`config.mk`:
```
export PLATFORM = sky130hd
export DESIGN_NAME = cu_vertex_job_dispatch_flat
export DESIGN_NICKNAME = d
export VERILOG_FILES = /design/src/rtl/cu_vertex_job_dispatch_if.sv /design/src/rtl/cu_vertex_job_dispatch.sv /design/src/flat_wrapper.sv
export SDC_FILE = /design/constraint.sdc
export NUM_CORES = 1
export LEC_CHECK = 0
export ABC_AREA = 1
export CORE_ASPECT_RATIO = 1.2
export CORE_MARGIN = 1.5
export CORE_UTILIZATION = 50
export CTS_BUF_LIST = sky130_fd_sc_hd__clkbuf_16
export CTS_CLUSTER_SIZE = 10
export DETAILED_ROUTE_END_ITERATION = 7
export PLACE_DENSITY = 0.72
export SLEW_MARGIN = 30
export SYNTH_ARGS = -nofsm -noshare
export SYNTH_HDL_FRONTEND = slang
export SYNTH_SLANG_ARGS = --single-unit
```
`constraint.sdc`:
```
create_clock -name clock -period 14.56 [get_ports clock]
set_input_delay 2.912 -clock clock [delete_from_list [all_inputs] [get_ports clock]]
set_output_delay 2.912 -clock clock [all_outputs]
set_load 0.02 [all_outputs]
```
`src/rtl/cu_vertex_job_dispatch_if.sv`:
```
`default_nettype none
// +----------------------------------------------------------------------------+
// | cu_vertex_job_dispatch_if                                                  |
// | Filtered-vertex input beat plus edge-job output bus of the push CU.       |
// | Revision: 1.0                                                              |
// +----------------------------------------------------------------------------+
interface cu_vertex_job_dispatch_if #(
  parameter int VERTEX_SIZE_BITS = 32,
  parameter int EDGE_SIZE_BITS   = 32,
  parameter int COUNT_BITS       = 4
);
  logic                        vertex_in_valid;
  logic [VERTEX_SIZE_BITS-1:0] vertex_in_id;
  logic [EDGE_SIZE_BITS-1:0]   vertex_in_out_degree;
  logic [EDGE_SIZE_BITS-1:0]   vertex_in_edges_idx;
  logic                        vertex_request_filtered;

  logic                        edge_job_request;
  logic                        edge_job_valid;
  logic [VERTEX_SIZE_BITS-1:0] edge_job_vertex_id;
  logic [EDGE_SIZE_BITS-1:0]   edge_job_edge_idx;
  logic [COUNT_BITS-1:0]       edge_job_count;
  logic                        edge_job_last;

  // master: filter + edge fetch side; slave: the dispatcher
  modport master (
    output vertex_in_valid, vertex_in_id, vertex_in_out_degree, vertex_in_edges_idx,
    output edge_job_request,
    input  vertex_request_filtered,
    input  edge_job_valid, edge_job_vertex_id, edge_job_edge_idx, edge_job_count, edge_job_last
  );

  modport slave (
    input  vertex_in_valid, vertex_in_id, vertex_in_out_degree, vertex_in_edges_idx,
    input  edge_job_request,
    output vertex_request_filtered,
    output edge_job_valid, edge_job_vertex_id, edge_job_edge_idx, edge_job_count, edge_job_last
  );
endinterface
`default_nettype wire

```
`src/rtl/cu_vertex_job_dispatch.sv`:
```
`default_nettype none
// +----------------------------------------------------------------------------+
// | cu_vertex_job_dispatch                                                     |
// | Pulls filtered vertices into a skid FIFO and splits each out-degree into  |
// | edge jobs. Optional macro CU_EDGE_JOB_ALIGN_EN aligns chunks to           |
// | MAX_EDGE_CHUNK boundaries. Revision: 1.0                                   |
// +----------------------------------------------------------------------------+
module cu_vertex_job_dispatch #(
  parameter int VERTEX_SKID_DEPTH = 4,
  parameter int REQ_LATENCY       = 3,
  parameter int MAX_EDGE_CHUNK    = 8,
  parameter int VERTEX_SIZE_BITS  = 32,
  parameter int EDGE_SIZE_BITS    = 32
) (
  input  wire logic                        clock,
  input  wire logic                        rstn,
  input  wire logic                        enabled_in,
  input  wire logic [VERTEX_SIZE_BITS-1:0] vertex_total,
  cu_vertex_job_dispatch_if.slave          bus,
  output logic      [VERTEX_SIZE_BITS-1:0] vertex_job_counter_done,
  output logic      [EDGE_SIZE_BITS-1:0]   edge_job_counter,
  output logic                             done_out
);
  localparam int c_ptr_w   = $clog2(VERTEX_SKID_DEPTH);
  localparam int c_cnt_w   = c_ptr_w + 1;
  localparam int c_req_w   = c_cnt_w + 1;
  localparam int c_chunk_w = $clog2(MAX_EDGE_CHUNK) + 1;
  localparam logic [EDGE_SIZE_BITS-1:0] c_max_chunk = EDGE_SIZE_BITS'(MAX_EDGE_CHUNK);
  localparam logic [c_req_w-1:0]        c_req_limit = c_req_w'(VERTEX_SKID_DEPTH - REQ_LATENCY);

  typedef enum logic [1:0] {
    ST_IDLE  = 2'd0,
    ST_LOAD  = 2'd1,
    ST_SPLIT = 2'd2
  } state_t;

  state_t                      r_state;
  logic                        r_enabled;
  logic                        r_request;
  logic                        r_zero_drop;
  logic [VERTEX_SIZE_BITS-1:0] r_skid_id  [VERTEX_SKID_DEPTH];
  logic [EDGE_SIZE_BITS-1:0]   r_skid_deg [VERTEX_SKID_DEPTH];
  logic [EDGE_SIZE_BITS-1:0]   r_skid_idx [VERTEX_SKID_DEPTH];
  logic [c_ptr_w-1:0]          r_wr_ptr;
  logic [c_ptr_w-1:0]          r_rd_ptr;
  logic [c_cnt_w-1:0]          r_skid_count;
  logic [EDGE_SIZE_BITS-1:0]   r_remaining;
  logic                        r_job_valid;
  logic                        r_job_last;
  logic [VERTEX_SIZE_BITS-1:0] r_job_id;
  logic [EDGE_SIZE_BITS-1:0]   r_job_idx;
  logic [c_chunk_w-1:0]        r_job_count;
  logic [VERTEX_SIZE_BITS-1:0] r_done_count;
  logic [EDGE_SIZE_BITS-1:0]   r_job_counter;

  logic                        w_push;
  logic                        w_fire;
  logic                        w_last_fire;
  logic                        w_pop;
  logic [c_cnt_w-1:0]          w_count_next;
  logic [EDGE_SIZE_BITS-1:0]   w_job_count_ext;
  logic [EDGE_SIZE_BITS-1:0]   w_rem_after;
  logic [EDGE_SIZE_BITS-1:0]   w_idx_after;
  logic [EDGE_SIZE_BITS-1:0]   w_first_lim;

  function automatic logic [EDGE_SIZE_BITS-1:0] f_min(input logic [EDGE_SIZE_BITS-1:0] a,
                                                      input logic [EDGE_SIZE_BITS-1:0] b);
    return (a < b) ? a : b;
  endfunction

  // Zero-degree vertices never enter the FIFO; they are only counted.
  assign w_push          = bus.vertex_in_valid && (bus.vertex_in_out_degree != '0);
  assign w_fire          = r_job_valid && bus.edge_job_request;
  assign w_last_fire     = w_fire && r_job_last;
  assign w_pop           = r_enabled && (r_skid_count != '0) &&
                           ((r_state == ST_IDLE) || ((r_state == ST_SPLIT) && w_last_fire));
  assign w_count_next    = r_skid_count + c_cnt_w'(w_push) - c_cnt_w'(w_pop);
  assign w_job_count_ext = EDGE_SIZE_BITS'(r_job_count);
  assign w_rem_after     = r_remaining - w_job_count_ext;
  assign w_idx_after     = r_job_idx + w_job_count_ext;

`ifdef CU_EDGE_JOB_ALIGN_EN
  localparam int c_off_w = $clog2(MAX_EDGE_CHUNK);
  assign w_first_lim = c_max_chunk - EDGE_SIZE_BITS'(r_job_idx[c_off_w-1:0]);
`else
  assign w_first_lim = c_max_chunk;
`endif

  always_ff @(posedge clock) begin
    if (rstn) begin
      r_wr_ptr     <= '0;
      r_rd_ptr     <= '0;
      r_skid_count <= '0;
    end else begin
      if (w_push) begin
        r_skid_id[r_wr_ptr]  <= bus.vertex_in_id;
        r_skid_deg[r_wr_ptr] <= bus.vertex_in_out_degree;
        r_skid_idx[r_wr_ptr] <= bus.vertex_in_edges_idx;
        r_wr_ptr             <= r_wr_ptr + c_ptr_w'(1);
      end
      if (w_pop) begin
        r_rd_ptr <= r_rd_ptr + c_ptr_w'(1);
      end
      r_skid_count <= w_count_next;
    end
  end

  always_ff @(posedge clock) begin
    if (rstn) begin
      r_state       <= ST_IDLE;
      r_enabled     <= 1'b0;
      r_request     <= 1'b0;
      r_zero_drop   <= 1'b0;
      r_remaining   <= '0;
      r_job_valid   <= 1'b0;
      r_job_last    <= 1'b0;
      r_job_id      <= '0;
      r_job_idx     <= '0;
      r_job_count   <= '0;
      r_done_count  <= '0;
      r_job_counter <= '0;
    end else begin
      r_enabled    <= enabled_in;
      // Looking at next-cycle occupancy keeps the request aligned with the count it guards.
      r_request    <= r_enabled && ({1'b0, w_count_next} < c_req_limit);
      r_zero_drop  <= bus.vertex_in_valid && (bus.vertex_in_out_degree == '0);
      r_done_count <= r_done_count + VERTEX_SIZE_BITS'(r_zero_drop) + VERTEX_SIZE_BITS'(w_last_fire);
      if (w_fire) begin
        r_job_counter <= r_job_counter + EDGE_SIZE_BITS'(1);
      end

      if (w_pop) begin
        r_job_id    <= r_skid_id[r_rd_ptr];
        r_job_idx   <= r_skid_idx[r_rd_ptr];
        r_remaining <= r_skid_deg[r_rd_ptr];
        r_job_valid <= 1'b0;
        r_state     <= ST_LOAD;
      end else begin
        case (r_state)
          ST_LOAD: begin
            if (r_enabled) begin
              r_job_count <= c_chunk_w'(f_min(r_remaining, w_first_lim));
              r_job_last  <= (r_remaining <= w_first_lim);
              r_job_valid <= enabled_in;
              r_state     <= ST_SPLIT;
            end
          end
          ST_SPLIT: begin
            if (w_last_fire) begin
              r_job_valid <= 1'b0;
              r_state     <= ST_IDLE;
            end else begin
              if (w_fire) begin
                r_job_idx   <= w_idx_after;
                r_remaining <= w_rem_after;
                r_job_count <= c_chunk_w'(f_min(w_rem_after, c_max_chunk));
                r_job_last  <= (w_rem_after <= c_max_chunk);
              end
              // Valid tracks the incoming enable so it never outlives r_enabled.
              r_job_valid <= enabled_in;
            end
          end
          default: r_state <= ST_IDLE;
        endcase
      end
    end
  end

  assign bus.vertex_request_filtered = r_request;
  assign bus.edge_job_valid          = r_job_valid;
  assign bus.edge_job_vertex_id      = r_job_id;
  assign bus.edge_job_edge_idx       = r_job_idx;
  assign bus.edge_job_count          = r_job_count;
  assign bus.edge_job_last           = r_job_last;
  assign vertex_job_counter_done     = r_done_count;
  assign edge_job_counter            = r_job_counter;
  assign done_out                    = r_enabled && (r_done_count == vertex_total);

endmodule
`default_nettype wire

```
`src/flat_wrapper.sv`:
```
// flat-port wrapper written by rule: the top's interface ports become plain ports
module cu_vertex_job_dispatch_flat 
#(
  parameter int VERTEX_SKID_DEPTH = 4,
  parameter int REQ_LATENCY       = 3,
  parameter int MAX_EDGE_CHUNK    = 8,
  parameter int VERTEX_SIZE_BITS  = 32,
  parameter int EDGE_SIZE_BITS    = 32
)
  (clock, rstn, enabled_in, vertex_total, vertex_job_counter_done, edge_job_counter, done_out, bus_vertex_in_valid, bus_vertex_in_id, bus_vertex_in_out_degree, bus_vertex_in_edges_idx, bus_edge_job_request, bus_vertex_request_filtered, bus_edge_job_valid, bus_edge_job_vertex_id, bus_edge_job_edge_idx, bus_edge_job_count, bus_edge_job_last);
  cu_vertex_job_dispatch_if #(.VERTEX_SIZE_BITS(VERTEX_SIZE_BITS), .EDGE_SIZE_BITS(EDGE_SIZE_BITS), .COUNT_BITS(($clog2((8)) + 1))) bus_i ();
  input  wire logic clock;
  input  wire logic rstn;
  input  wire logic enabled_in;
  input  wire logic [VERTEX_SIZE_BITS-1:0] vertex_total;
  output logic      [VERTEX_SIZE_BITS-1:0] vertex_job_counter_done;
  output logic      [EDGE_SIZE_BITS-1:0] edge_job_counter;
  output logic done_out;
  input wire logic [$bits(bus_i.vertex_in_valid)-1:0] bus_vertex_in_valid;
  input wire logic [$bits(bus_i.vertex_in_id)-1:0] bus_vertex_in_id;
  input wire logic [$bits(bus_i.vertex_in_out_degree)-1:0] bus_vertex_in_out_degree;
  input wire logic [$bits(bus_i.vertex_in_edges_idx)-1:0] bus_vertex_in_edges_idx;
  input wire logic [$bits(bus_i.edge_job_request)-1:0] bus_edge_job_request;
  output wire logic [$bits(bus_i.vertex_request_filtered)-1:0] bus_vertex_request_filtered;
  output wire logic [$bits(bus_i.edge_job_valid)-1:0] bus_edge_job_valid;
  output wire logic [$bits(bus_i.edge_job_vertex_id)-1:0] bus_edge_job_vertex_id;
  output wire logic [$bits(bus_i.edge_job_edge_idx)-1:0] bus_edge_job_edge_idx;
  output wire logic [$bits(bus_i.edge_job_count)-1:0] bus_edge_job_count;
  output wire logic [$bits(bus_i.edge_job_last)-1:0] bus_edge_job_last;
  assign bus_i.vertex_in_valid = bus_vertex_in_valid;
  assign bus_i.vertex_in_id = bus_vertex_in_id;
  assign bus_i.vertex_in_out_degree = bus_vertex_in_out_degree;
  assign bus_i.vertex_in_edges_idx = bus_vertex_in_edges_idx;
  assign bus_i.edge_job_request = bus_edge_job_request;
  assign bus_vertex_request_filtered = bus_i.vertex_request_filtered;
  assign bus_edge_job_valid = bus_i.edge_job_valid;
  assign bus_edge_job_vertex_id = bus_i.edge_job_vertex_id;
  assign bus_edge_job_edge_idx = bus_i.edge_job_edge_idx;
  assign bus_edge_job_count = bus_i.edge_job_count;
  assign bus_edge_job_last = bus_i.edge_job_last;
  cu_vertex_job_dispatch #(.VERTEX_SKID_DEPTH(VERTEX_SKID_DEPTH), .REQ_LATENCY(REQ_LATENCY), .MAX_EDGE_CHUNK(MAX_EDGE_CHUNK), .VERTEX_SIZE_BITS(VERTEX_SIZE_BITS), .EDGE_SIZE_BITS(EDGE_SIZE_BITS)) u_core (.clock(clock), .rstn(rstn), .enabled_in(enabled_in), .vertex_total(vertex_total), .bus(bus_i), .vertex_job_counter_done(vertex_job_counter_done), .edge_job_counter(edge_job_counter), .done_out(done_out));
endmodule
```
==> impl_metrics.toml, run 1 <==
[worst_setup_path]
max_stage_delay_ns = 0.68
arrival_ns = 5.28
crit_slowest_cell = "clkdlybuf4s50_1"
r2r_cells = 8
worst-endpoint-required_ns = 11.65
cp-end-kind = "primary output"
rrSetupSlack_ns = 10.94
crit_chain = "clkdlybuf4s50_1 > or2_2 > a2111oi_0 > nand3_1 > nor4_1 > clkdlybuf4s50_1"
r2r-end = "u_core.r_remaining[24]"
crit_top_cell = "clkdlybuf4s50_1"
critPathLaunch = "vertex_total[6]"
cp_max_fo = 2
critPathKind = "in2out"
worst_setup_path_start_kind = "input port"

[grt]
grt_overflow = 0
grt_max_degree = 77
grt_pass1_wl_um = 104000
grt_pass1_vias = 19126
track_usage_pct = 26.8
antenna_found_initial = 8

[placement]
hpwl_um = 43500
dpl_cell_area_um2 = 27800
place_congestion = 0.923
portBuffers = 268

[detailed_routing]
first_pass_iters = 5
viasPerCell = 5.72
drc = 0
drt_iter0_markers = 1486
vias = 19500
wl_um = 67600
wire_per_inst_um = 19.8
ant_nets = 0

[timing]
worstMarginPinSlew_ns = 0.986
fin_crit_sh_pct = 56.2
slew-limit-headroom_pct = 34.3
rsz0062_at_grt = "false"
hold_viol = 0
maxSlewViolCount = 0
fin_skew_ns = 0.0179
fin_setup_tns_ns = 0
period_minus_slack_ns = 8.19
setup_violations = 0
fmax_ghz = 0.122
holdWs_ns = 0.490

[cells_and_area]
drive_gt1_share_pct = 6.66
area_delta_synth_final_pct = 21.3
fin_nets = 2883
fin_util_pct = 61.6
design_area_um2 = 29800

[min_path]
hold_start = "u_core.bus.edge_job_last"
hold_path_depth = 2
min_path_type = "reg2reg"
hold_path_end = "u_core.bus.edge_job_last"

[power_and_ir_drop]
vdd_ir_drop_max_v = 0.000122
power_mw = 4.30
cellPowerDensity_nw_per_um2 = 144
p_leak_nw = 10.7

[synth]
synth-edff-count = 384
ys_types = 58
async_reset_ff_share_pct = 0
yosysMostFrequentCell = "nor2_1"
ys_seq_area_share_pct = 61.6
synth-seq-cells = 564
synthCells = 2478
yosys-top-cells-area = "edfxtp_1 (47%), dfxtp_1 (15%), nor2_1 (6.1%)"
yosysWarnings = 0
synth_common_cells = "nor2_1 (401), edfxtp_1 (384), o21ai_0 (293)"
synth_top_area_cell = "edfxtp_1"
avgSynthCellArea_um2 = 9.91
syn_area_um2 = 24600
yosys.area.top_type_share_pct = 46.9
ys.flop_type = "edfxtp_1"
synth_nets = 2634

[floorplanning]
start_util_pct = 50.8
io_pins = 269
die_h_um = 246
rows = 88
die_w_um = 205
fp.coreArea_um2 = 48300
die-area_um2 = 50500

[clock_network]
cts_tree = "yes"
cts_inserted_buffers = 67
path_clk_slew_ns = 0.05
cts_setup_buffers = 0
cts_sinks = 564
clkLatencyLatePin_ns = 0.61
clk_path_buf_depth = 3
clockRootBuffer = "clkbuf_16"
cts_resized = 0
h-tree-depth = 3
postCtsHoldBufs = 0

[flow_run]
maxCapViolCount = 0

[status]
status = "complete, no violations"
worst max-delay path: cells and delay by family:
| kind | cells | cell delay, ns |
|---|---|---|
| AO/OA/AOI/OAI | 1 | 0.51 |
| buffers and inverters | 2 | 1.09 |
| AND/OR/NAND/NOR | 3 | 0.76 |
power breakdown:
group          switching [mW]  internal (mW)
Clock                   0.646          0.840
Sequential             0.0790           1.80
Combinational           0.625          0.309
layout by cell type (no fill, tap or decap), types with 47 or more instances in the layout:
cell type        instances
nor3_1                  47
inv_1                  258
nand2_1                286
clkdlybuf4s50_1        267
dfxtp_1                177
clkbuf_16               67
nand3_1                 65
a21oi_1                111
edfxtp_1               384
nor2_1                 396
o21ai_0                293
logic make-up (layout without fill, tap and decap cells):
kind of cell | after synthesis | count (layout) | share of synthesized area [%]
AOI/OAI and AO/OA | 584 | 584 | 13.6
xor gates and xnor gates | 36 | 36 | 1.28
adders and majority gates | 23 | 23 | 1.29
buffers and inverters | 340 | 641 | 5.27
DFF | 564 | 564 | 61.6
other | 0 | 2 | 0
and+or+nand+nor | 931 | 931 | 16.9
flip-flops by register name, summed over array words and instances (netlist names), named ones only:
signal                              flops
u_core.r_skid_deg                     128
u_core.r_skid_id                      128
u_core.r_skid_idx                     128
u_core.bus.edge_job_edge_idx           32
u_core.bus.edge_job_vertex_id          32
u_core.edge_job_counter                32
u_core.r_remaining                     32
u_core.vertex_job_counter_done         32
u_core.bus.edge_job_count               4
u_core.r_skid_count                     3
u_core.r_rd_ptr                         2
u_core.r_state                          2
u_core.r_wr_ptr                         2
u_core.bus.edge_job_last                1
u_core.bus.edge_job_valid               1
u_core.bus.vertex_request_filtered      1
u_core.r_enabled                        1
u_core.r_zero_drop                      1
final cells by class:
type                    instances  area (µm²)
fillers                      3873       18500
flip-flops and latches        564       15100
multi-input cells            1574        8170
repair buffers                290        2840
clock buffers                  67        1680
inverters                     230         872
well taps                     630         788
clock inverters                54         294
diodes                          2        5.00
worst max path at each step:
stage	slack (ns)	endpoint	depth (start not counted)
final	6.37	done_out	6
after floorplan	6.43	u_core.r_skid_deg[0][0]	5
after CTS	6.35	done_out	6
after detailed placement	6.36	done_out	6
after global routing	6.28	done_out	6
after global placement	6.39	done_out	6
through the flow:
step	setup slack [ns]	cells
after floorplan	6.43	2478
after global placement	6.39	3288
after detailed placement	6.36	3288
after CTS	6.35	3409
after global routing	6.28	3410
final	6.37	3411
metal layers:
layer	vias up	global-route usage [%]	part of all wire [%]
li1	9209	-	-
met1	9346	32.9	40
met2	770	43.6	47
met3	163	7.47	8.8
met4	12	12.5	3.5
met5	-	0	0.11
Power figures use the tool's default switching activity.
==> run 2: changes to the inputs <==
PLACE_DENSITY = 0.75   (was 0.72)
clock period = 6.9 ns   (was 14.56 ns; I/O delays follow)
==> impl_metrics.toml, run 2 (synthesis results as in run 1) <==
[cells_and_area]
drive_gt1_share_pct = 6.66
final_common_cell = "nor2_1"
seq_area_um2 = 15100
fin_nets = 2884
design_area_um2 = 29800
diodes = 0
fin_util_pct = 61.7
largestRegisters = "u_core.r_skid_deg (128), u_core.r_skid_id (128), u_core.r_skid_idx (128)"
nFillCells = 3823
multiInputGateArea_um2 = 8170
final_cell_mix = "nor2_1 (396), edfxtp_1 (384), o21ai_0 (293)"
area_delta_synth_final_pct = 21.4

[clock_network]
cts_inserted_buffers = 67
cts_resized = 0
cts_sinks = 564
postCtsHoldBufs = 0
h-tree-depth = 3
clk_path_buf_depth = 3
cts_tree = "yes"
cts_setup_buffers = 0
clkLatencyLatePin_ns = 0.60
clockRootBuffer = "clkbuf_16"
path_clk_slew_ns = 0.05

[worst_setup_path]
crit_slowest_cell = "clkdlybuf4s50_1"
crit_top_cell = "clkdlybuf4s50_1"
cp-end-kind = "primary output"
arrival_ns = 3.58
crit_chain = "clkdlybuf4s50_1 > or2_2 > a2111oi_0 > nand3_1 > nor4_1 > clkdlybuf4s50_1"
cp_max_fo = 2
worst-endpoint-required_ns = 5.52
cp_top_family = "buffers and inverters"
max_stage_delay_ns = 0.65
crit_buf_inv = 2
critPathKind = "in2out"
worst_setup_path_start_kind = "input port"
rrSetupSlack_ns = 3.77

[grt]
grt_overflow = 0
grt_max_degree = 85
track_usage_pct = 27.2
grt_pass1_vias = 19196
antenna_found_initial = 8
grt_pass1_wl_um = 106000

[floorplanning]
die-area_um2 = 50500
rows = 88
die_w_um = 205
io_pins = 269
die_h_um = 246
fp.coreArea_um2 = 48300
start_util_pct = 50.8

[power_and_ir_drop]
seq_power_share_pct = 43.5
cellPowerDensity_nw_per_um2 = 305
p_sw_mw = 2.86
combPwrFrac_pct = 22.2
vdd_ir_drop_max_v = 0.000278
power_switching_share_pct = 31.5
p_leak_nw = 10.7
p_clk_share_pct = 34.2
intPower_mw = 6.23

[status]
status = "complete, no violations"

[timing]
holdWs_ns = 0.482
fin_skew_ns = 0.0207
worstMarginPinSlew_ns = 0.943
slew-limit-headroom_pct = 37.0
period_minus_slack_ns = 4.96
setup_violations = 0
fin_crit_sh_pct = 71.9
maxSlewViolCount = 0
rsz0062_at_grt = "false"
hold_viol = 0
fin_setup_tns_ns = 0
fmax_ghz = 0.202

[placement]
hpwl_um = 45400
place_congestion = 0.926
portBuffers = 268
dpl_cell_area_um2 = 27900

[detailed_routing]
wire_per_inst_um = 20.2
wl_um = 68900
first_pass_iters = 6
drc = 0
drt_iter0_markers = 1537
ant_nets = 0
vias = 19513
viasPerCell = 5.72

[min_path]
min_path_type = "reg2reg"

[flow_run]
maxCapViolCount = 0
-- run 2: layer usage --
metal	up-vias	GRT usage, %	share of wire [%]
met2	824	45.7	49
met5	-	0	0.15
met4	14	9.62	2.6
met1	9354	34.5	40
li1	9193	-	-
met3	128	5.96	7.9
-- run 2: worst paths after layout --
kind / from / endpoint / cells past startpoint
setup / recovery: vertex_total[6] / done_out / 6
setup reg to reg: u_core.bus.edge_job_valid / u_core.bus.edge_job_edge_idx[26] / 10
hold / removal: u_core.edge_job_counter[28] / u_core.edge_job_counter[28] / 2
hold reg to reg: u_core.edge_job_counter[28] / u_core.edge_job_counter[28] / 2
-- run 2: per-stage QoR --
step                std cells  setup slack (ns)  power, mW
finish                   3409              1.94       9.10
CTS                      3408              1.96       9.13
floorplan                2478             0.303       5.24
global route             3409              1.77       9.49
detailed placement       3288              1.96       6.02
global placement         3288              1.92       5.99
-- run 2: worst register-to-register path, cell delays in order (launching register included) --
cell and delay [ns]:
dfxtp_1 0.40, nand2_2 0.15, nor2_1 0.21, nand2_1 0.10, nand2_1 0.09, nand2_2 0.06, clkinv_2 0.05, buf_4 0.55
buf_4 0.77, a31oi_1 0.30, a221oi_1 0.35
-- run 2: power by group through the flow --
stage / logic, mW / clock network (mW) / registers (mW)
2_1_floorplan: 1.18 / 0 / 4.06
3_5_place_dp: 1.99 / 0 / 4.03
6_report: 2.02 / 3.11 / 3.96
3_3_place_gp: 1.97 / 0 / 4.02
5_1_grt: 2.21 / 3.30 / 3.98
4_1_cts: 2.01 / 3.17 / 3.96
-- run 2: final cells by class --
| cell class | instances | share of cell area (%) |
|---|---|---|
| timing repair buffer | 291 | 9.75 |
| tap | 630 | 2.64 |
| inverter | 230 | 2.91 |
| multi-input combinational | 1574 | 27.4 |
| sequential | 564 | 50.8 |
| clock inverter | 52 | 0.831 |
| clock buffer | 68 | 5.70 |
